### config.mk
export PLATFORM = sky130hd
export DESIGN_NAME = bht_predictor_flat
export DESIGN_NICKNAME = d
export VERILOG_FILES = /design/src/rtl/bht_predictor_if.sv /design/src/rtl/bht_predictor.sv /design/src/flat_wrapper.sv
export SDC_FILE = /design/constraint.sdc
export NUM_CORES = 1
export LEC_CHECK = 0
export BUFFER_PORTS_ARGS = -buffer_cell sky130_fd_sc_hd__buf_2
export CORE_UTILIZATION = 40
export CTS_BUF_LIST = sky130_fd_sc_hd__clkbuf_2
export DETAILED_ROUTE_END_ITERATION = 10
export PLACE_DENSITY = 0.68
export SYNTH_ARGS = -nofsm -noshare
export SYNTH_HDL_FRONTEND = slang
export SYNTH_SLANG_ARGS = --single-unit
### constraint.sdc
create_clock -name clk -period 5.93 [get_ports clk]
set_input_delay 0.2965 -clock clk [delete_from_list [all_inputs] [get_ports clk]]
set_output_delay 0.2965 -clock clk [all_outputs]
set_load 0.02 [all_outputs]
### src/rtl/bht_predictor_if.sv
// Pipeline-to-predictor bus: decode-stage lookup, resolve-stage update and statistics.
interface bht_predictor_if #(
    parameter int unsigned INDEX_BITS = 6
);
    logic                  lookup_branch;
    logic [31:0]           lookup_pc;
    logic [31:0]           lookup_offset;
    logic                  predict_taken;
    logic [31:0]           predict_target;
    logic [INDEX_BITS-1:0] predict_index;
    logic                  update_valid;
    logic [INDEX_BITS-1:0] update_index;
    logic                  update_taken;
    logic                  update_predicted;
    logic                  stats_clr;
    logic [31:0]           branch_count;
    logic [31:0]           mispredict_count;

    modport master (
        output lookup_branch, lookup_pc, lookup_offset,
        output update_valid, update_index, update_taken, update_predicted, stats_clr,
        input  predict_taken, predict_target, predict_index,
        input  branch_count, mispredict_count
    );

    modport slave (
        input  lookup_branch, lookup_pc, lookup_offset,
        input  update_valid, update_index, update_taken, update_predicted, stats_clr,
        output predict_taken, predict_target, predict_index,
        output branch_count, mispredict_count
    );
endinterface

### src/rtl/bht_predictor.sv
// Branch history table predictor: 2-bit saturating counters, bimodal (HIST_BITS=0)
// or gshare (HIST_BITS>0) indexing, non-speculative global history and
// resolved/mispredicted branch statistics.
module bht_predictor #(
    parameter int unsigned INDEX_BITS = 6,
    parameter int unsigned HIST_BITS  = 0,
    parameter logic [1:0]  CTR_INIT   = 2'b01
) (
    input logic             clk,
    input logic             rst_n,
    bht_predictor_if.slave  bus
);
    localparam int unsigned DEPTH = 1 << INDEX_BITS;
    localparam int unsigned HW    = (HIST_BITS > 0) ? HIST_BITS : 1;

    typedef enum logic [1:0] {
        SN = 2'b00,
        WN = 2'b01,
        WT = 2'b10,
        ST = 2'b11
    } ctr_state_t;

    ctr_state_t            ctr_mem [DEPTH];
    ctr_state_t            upd_state;
    ctr_state_t            upd_next;
    logic [HW-1:0]         hist;
    logic [INDEX_BITS-1:0] hist_ext;
    logic [INDEX_BITS-1:0] lookup_index;
    logic [1:0]            lookup_bits;
    logic [31:0]           branch_cnt;
    logic [31:0]           mispredict_cnt;

    // History zero-extended to the index width; forced to zero in bimodal mode.
    always_comb begin
        hist_ext = '0;
        if (HIST_BITS > 0) begin
            hist_ext[HW-1:0] = hist;
        end
    end

    // Combinational lookup against the registered (pre-update) table and history.
    always_comb begin
        lookup_index = bus.lookup_pc[INDEX_BITS+1:2] ^ hist_ext;
        lookup_bits  = ctr_mem[lookup_index];
    end

    assign bus.predict_index    = lookup_index;
    assign bus.predict_taken    = bus.lookup_branch & lookup_bits[1];
    assign bus.predict_target   = bus.lookup_pc + bus.lookup_offset;
    assign bus.branch_count     = branch_cnt;
    assign bus.mispredict_count = mispredict_cnt;

    // Next state of the counter addressed by the resolving branch.
    always_comb begin
        upd_state = ctr_mem[bus.update_index];
        upd_next  = upd_state;
        case (upd_state)
            SN:      upd_next = bus.update_taken ? WN : SN;
            WN:      upd_next = bus.update_taken ? WT : SN;
            WT:      upd_next = bus.update_taken ? ST : WN;
            ST:      upd_next = bus.update_taken ? ST : WT;
            default: upd_next = upd_state;
        endcase
    end

    // Counter table state register; only the resolving entry changes.
    always_ff @(posedge clk or negedge rst_n) begin
        if (!rst_n) begin
            for (int unsigned i = 0; i < DEPTH; i++) begin
                ctr_mem[i] <= ctr_state_t'(CTR_INIT);
            end
        end else if (bus.update_valid) begin
            ctr_mem[bus.update_index] <= upd_next;
        end
    end

    // Global history shifts in resolved outcomes only, never on lookup.
    always_ff @(posedge clk or negedge rst_n) begin
        if (!rst_n) begin
            hist <= '0;
        end else if ((HIST_BITS > 0) && bus.update_valid) begin
            hist <= HW'({hist, bus.update_taken});
        end
    end

    // Statistics counters; clear wins over a coincident increment.
    always_ff @(posedge clk or negedge rst_n) begin
        if (!rst_n) begin
            branch_cnt     <= '0;
            mispredict_cnt <= '0;
        end else if (bus.stats_clr) begin
            branch_cnt     <= '0;
            mispredict_cnt <= '0;
        end else if (bus.update_valid) begin
            branch_cnt <= branch_cnt + 32'd1;
            if (bus.update_taken != bus.update_predicted) begin
                mispredict_cnt <= mispredict_cnt + 32'd1;
            end
        end
    end
endmodule
### src/flat_wrapper.sv
// flat-port wrapper written by rule: the top's interface ports become plain ports
module bht_predictor_flat 
#(
    parameter int unsigned INDEX_BITS = 6,
    parameter int unsigned HIST_BITS  = 0,
    parameter logic [1:0]  CTR_INIT   = 2'b01
)
  (clk, rst_n, bus_lookup_branch, bus_lookup_pc, bus_lookup_offset, bus_update_valid, bus_update_index, bus_update_taken, bus_update_predicted, bus_stats_clr, bus_predict_taken, bus_predict_target, bus_predict_index, bus_branch_count, bus_mispredict_count);
  bht_predictor_if #(.INDEX_BITS(INDEX_BITS)) bus_i ();
  input logic clk;
  input logic rst_n;
  input wire logic [$bits(bus_i.lookup_branch)-1:0] bus_lookup_branch;
  input wire logic [$bits(bus_i.lookup_pc)-1:0] bus_lookup_pc;
  input wire logic [$bits(bus_i.lookup_offset)-1:0] bus_lookup_offset;
  input wire logic [$bits(bus_i.update_valid)-1:0] bus_update_valid;
  input wire logic [$bits(bus_i.update_index)-1:0] bus_update_index;
  input wire logic [$bits(bus_i.update_taken)-1:0] bus_update_taken;
  input wire logic [$bits(bus_i.update_predicted)-1:0] bus_update_predicted;
  input wire logic [$bits(bus_i.stats_clr)-1:0] bus_stats_clr;
  output wire logic [$bits(bus_i.predict_taken)-1:0] bus_predict_taken;
  output wire logic [$bits(bus_i.predict_target)-1:0] bus_predict_target;
  output wire logic [$bits(bus_i.predict_index)-1:0] bus_predict_index;
  output wire logic [$bits(bus_i.branch_count)-1:0] bus_branch_count;
  output wire logic [$bits(bus_i.mispredict_count)-1:0] bus_mispredict_count;
  assign bus_i.lookup_branch = bus_lookup_branch;
  assign bus_i.lookup_pc = bus_lookup_pc;
  assign bus_i.lookup_offset = bus_lookup_offset;
  assign bus_i.update_valid = bus_update_valid;
  assign bus_i.update_index = bus_update_index;
  assign bus_i.update_taken = bus_update_taken;
  assign bus_i.update_predicted = bus_update_predicted;
  assign bus_i.stats_clr = bus_stats_clr;
  assign bus_predict_taken = bus_i.predict_taken;
  assign bus_predict_target = bus_i.predict_target;
  assign bus_predict_index = bus_i.predict_index;
  assign bus_branch_count = bus_i.branch_count;
  assign bus_mispredict_count = bus_i.mispredict_count;
  bht_predictor #(.INDEX_BITS(INDEX_BITS), .HIST_BITS(HIST_BITS), .CTR_INIT(CTR_INIT)) u_core (.clk(clk), .rst_n(rst_n), .bus(bus_i));
endmodule
After elaboration in Yosys (flattened, before gate mapping)
Index checks and enable logic that the tools add are counted.
{"block": "totals", "register_bits": 192, "inputBits": 77, "output_inout_bits": 103, "elab_cells": 103}
{"block": "classes", "n_addsub": 3, "order_cmp": 3, "eq_ne": 4, "muxes": 19, "bitwise": 3, "reduce_logical": 5}
{"op": "$mux W32", "n": 5}
{"op": "$bwmux W128", "n": 1}
{"op": "$add A32 B1 Y32 const B", "n": 2}
{"op": "$add A32 B32 Y32", "n": 1}
{"op": "$bmux W2 S6", "n": 2}
{"op": "$ge A7 B7 Y1 const B", "n": 2}
{"op": "$mux W2", "n": 7}
{"op": "$not A6 Y7", "n": 2}
{"op": "$demux W2 S6", "n": 1}
{"op": "$pmux W2 S4", "n": 1}
{"op": "$lt A7 B1 Y1 const B", "n": 1}
{"op": "$eq A2 B2 Y1 const B", "n": 2}
{"op": "$reduce_bool A2 Y1", "n": 2}
{"op": "$eq A2 B1 Y1 const B", "n": 1}
{"op": "$logic_not A2 Y1", "n": 1}
{"op": "$mux W1", "n": 2}
{"op": "$reduce_and A2 Y1", "n": 1}
{"op": "$and A1 B1 Y1", "n": 1}
{"op": "$logic_and A1 B1 Y1", "n": 1}
{"op": "$ne A1 B1 Y1", "n": 1}

Depth between registers and ports, before layout
{"block": "depth", "depth_word": 7, "depth_mapped": 12, "ltp_nobuf": 11}

Least setup slack after synthesis
No wires, ideal clock.
{"block": "synth_path", "path_type": "input to output", "start": "input bus_lookup_pc[2]", "end": "output bus_predict_taken", "arrival_time_ps": 2913, "required_ps": 5634, "slack_ps": 2720, "path_stages": 6, "path_buffers": 2, "cell_sequence": "clkbuf_1 buf_1 mux4_2 mux4_2 mux4_2 and2_1"}
{"block": "synth_between", "elab_chain_len": 5}
{"element": "start: declaration", "line": "flat_wrapper.sv:13", "source": "input wire logic [$bits(bus_i.lookup_pc)-1:0] bus_lookup_pc;"}
{"element": "$not A6 Y7 (implied by the code)", "line": "bht_predictor.sv:44", "source": "lookup_bits = ctr_mem[lookup_index];"}
{"element": "$bmux W2 S6", "line": "bht_predictor.sv:44"}
{"element": "$mux W2 (implied by the code) (2 in series)", "line": "bht_predictor.sv:44"}
{"element": "$and A1 B1 Y1", "line": "bht_predictor.sv:48", "source": "assign bus.predict_taken = bus.lookup_branch & lookup_bits[1];"}
{"element": "end: declaration", "line": "flat_wrapper.sv:20", "source": "output wire logic [$bits(bus_i.predict_taken)-1:0] bus_predict_taken;"}
No other way between the ends. The select of a mux whose other input is x is not followed.

Worst setup path after layout
{"block": "layout_path", "start": "input bus_lookup_pc[2]", "end": "output bus_predict_target[25]"}
{"block": "layout_between", "elab_chain_len": 1}
{"element": "$add A32 B32 Y32", "line": "bht_predictor.sv:49", "source": "assign bus.predict_target = bus.lookup_pc + bus.lookup_offset;"}
{"element": "end: declaration", "line": "flat_wrapper.sv:21", "source": "output wire logic [$bits(bus_i.predict_target)-1:0] bus_predict_target;"}
No other way between the ends.

==> results.tsv <==
stage	metric	value	unit
floorplan	core	27900	sq um
synthesis	netlist_area	11400	sq um
cells_and_area	final_cells	1710	
drt	vias_per_cell	5.37	
power_and_ir_drop	p_per_area	226	nW/um^2
drt	firstDrtPassIters	5	
timing	final-max-slew-violation-count	0	
floorplan	die-height	171	microns
drt	drc	0	
setup_path	path_class	in2out	
synthesis	syn_inst	1158	
cells_and_area	area_growth	13.0	%
placed_design	post-dp-hpwl	19.0	mm
synthesis	synth_cell_types	67	
power_and_ir_drop	p_leak	5.70	nW
clock_network	post_cts_buffers	0	
global_route	grt_max_degree	74	
timing	rsz0062_at_grt	no	
drt	routed-via-count	9182	
synthesis	syn_area_per_cell	9.82	sq um
floorplan	rows	61	
status	status	finished, final reports clean	
floorplan	ios	180	
setup_path	reg2reg_slack	2.65	ns
clock_network	cts_root_buffer	clkbuf_2	
synthesis	synth_async_sr_flop_share	1.00	
timing	fin_crit	4.04	ns
clock_network	cts_tree	yes	
timing	final_hold_viol_count	0	
setup_path	crit_required	5.63	ns
synthesis	synth_ff_type	dfrtp_1	
timing	hold_ws	0.107	ns
clock_network	numCtsBuffers	17	
clock_network	clock_latency	0.77	ns
setup_path	end_kind	primary output	
clock_network	cts.sinks	192	
setup_path	critical_path.max_fanout	18	
timing	maxSlewHeadroom	0.277	
synthesis	synth_warnings	0	
placed_design	io_buffers	179	
floorplan	dieArea	29100	sq um
synthesis	synth_edf_count	0	
cells_and_area	final_nets	1429	
cells_and_area	drive_above_1_share	0.282	
placed_design	dp_slack	1.76	ns
global_route	grt-ovfl-total	0	
timing	worst_slack	1.89	ns
run	drv_cap	0	
global_route	grt.total_usage	0.192	
timing	fin_crit_sh	0.681	
clock_network	clk_path_buf_depth	2	
setup_path	crit_path_start_kind	primary input	
floorplan	start_util	0.408	
clock_network	cts_resized	0	
timing	fmax	247	MHz
power_and_ir_drop	peakVddDrop	0.138	mV
drt	wl_per_cell	15.9	microns
placed_design	placed_cells	1668	
placed_design	globalplace.congestion	0.837	
global_route	antenna_found_initial	1	
timing	fin_setup_tns	0	ns
timing	setup_viol	0	
drt	ant_nets	0	
worst_hold_path	hold_class	in2reg	
clock_network	cts.clk_slew.worst_paths	0.31	ns
timing	tightest_slew	1.08	ns
power_and_ir_drop	power	0.00291	W
synthesis	yosys_register_bits	192	
drt	routed_wl	27.3	mm
drt	drt_iter0_markers	550	
global_route	grt_pass1_wl	44.6	mm
global_route	grt_pass1_vias	8645	
timing	skew	0.0445	ns
clock_network	htreeDepth	4	
floorplan	die_w	171	microns
synthesis	ys_seq_area_frac	0.430	
setup_path	arrival	3.74	ns
synthesis	synth_fp_nets	1269	
## layout make-up
class,instances,area [sq um]
Antenna cell,1,2.50
Clock buffer,18,90.1
Clock inverter,14,149
Fill cell,2664,15000
Inverter,17,63.8
Multi-Input combinational cell,893,6110
Sequential cell,192,4880
Tap cell,378,473
Timing Repair Buffer,197,1080
## cells by family (layout without fill, tap and decap cells)
family                   after synthesis  count (layout)  synth area share
multiplexers                          67              67             0.116
XOR/XNOR                              81              81            0.0624
flip-flops                           192             192             0.430
other                                  0               1                 0
buffers and inverters                 73             246            0.0335
AND/OR/NAND/NOR                      459             459             0.177
AO/OA/AOI/OAI                        250             250             0.141
adder cells (fa/ha/maj)               36              36            0.0403
## flip-flops by register name (all words and copies together) (netlist names)
| name | count |
|---|---|
| u_core.ctr_mem | 128 |
| u_core.bus.mispredict_count | 32 |
| u_core.bus.branch_count | 32 |
## routing by layer
metal	GRT usage	routed length, microns
met3	0.0500	2220
met1	0.261	12400
met2	0.308	12500
met5	0	0
met4	0.0380	195
## power breakdown
| group | internal (W) | switching, W | leakage [nW] |
|---|---|---|---|
| clock | 0.000172 | 0.000492 | 0.147 |
| sequential | 0.00147 | 0.0000745 | 2.43 |
| combinational | 0.000292 | 0.000407 | 3.12 |
## critical path, cell delays in order
cell and delay (ns):
buf_2 0.51, ha_1 0.40, o21ai_0 0.24, o21ai_0 0.18
a31o_2 0.28, a211oi_1 0.46, a21oi_1 0.18, a221oi_1 0.63
o21ai_0 0.23, xor2_1 0.16, buf_2 0.18
## cell usage in the layout (no fill, tap or decap), drive strengths merged, types with 8 or more instances in the layout
cell,instances
xnor2,29
o21ai,147
nand3,33
and2,11
dfrtp,128
a21o,11
buf,188
nand4,17
dfstp,64
xor2,52
nor2b,9
ha,33
nand2,243
inv,24
mux2i,14
a21oi,41
mux4,49
nor3,9
dlygate4sd3,8
clkbuf,19
nor2,94
and3,9
## cells in the mapped netlist, types with 8 or more instances
master	n	area, sq um
o21ai_0	83	415
nor2b_1	9	56.3
dfstp_2	64	1680
buf_6	8	90.1
mux4_2	40	901
a21oi_1	40	200
nand2_1	243	912
clkbuf_1	25	93.8
xor2_1	52	455
inv_1	17	63.8
a21o_1	11	82.6
o21ai_2	39	342
mux4_1	9	236
nor3_1	9	45.0
buf_2	10	50.1
xnor2_1	29	254
nand4_1	17	106
ha_1	33	413
nor2_1	94	353
mux2i_1	14	140
o21ai_1	25	125
and3_1	9	56.3
and2_1	11	68.8
nand3_1	33	165
dfrtp_1	128	3200
## metrics by stage
| step | instance area, sq um | util |
|---|---|---|
| CTS | 12900 | 0.461 |
| global placement | 12500 | 0.449 |
| global route | 12900 | 0.461 |
| finish | 12900 | 0.461 |
| floorplan | 11400 | - |
| detailed placement | 12500 | 0.449 |
## worst paths after layout
path                                                 startpoint  cells past startpoint                                           to
min in group asynchronous                                 rst_n                      4  u_core.bus.mispredict_count[19]$_DFFE_PN0P_
worst max register to register  u_core.ctr_mem[125]$_DFFE_PN0P_                      6                u_core.ctr_mem[5]$_DFFE_PN0P_
worst min register to register   u_core.ctr_mem[60]$_DFFE_PN1P_                      2               u_core.ctr_mem[60]$_DFFE_PN1P_
max in group asynchronous                                 rst_n                      4              u_core.ctr_mem[101]$_DFFE_PN0P_
worst max-delay path                           bus_lookup_pc[2]                     11                       bus_predict_target[25]
worst min-delay path                        bus_update_index[3]                      5               u_core.ctr_mem[70]$_DFFE_PN1P_
## what timing repair did
item                                   CTS  global route
setup endpoints to repair                0             0
endpoints found under the hold margin   66             0
hold buffers                             9             0
Power figures use the tool's default switching activity.
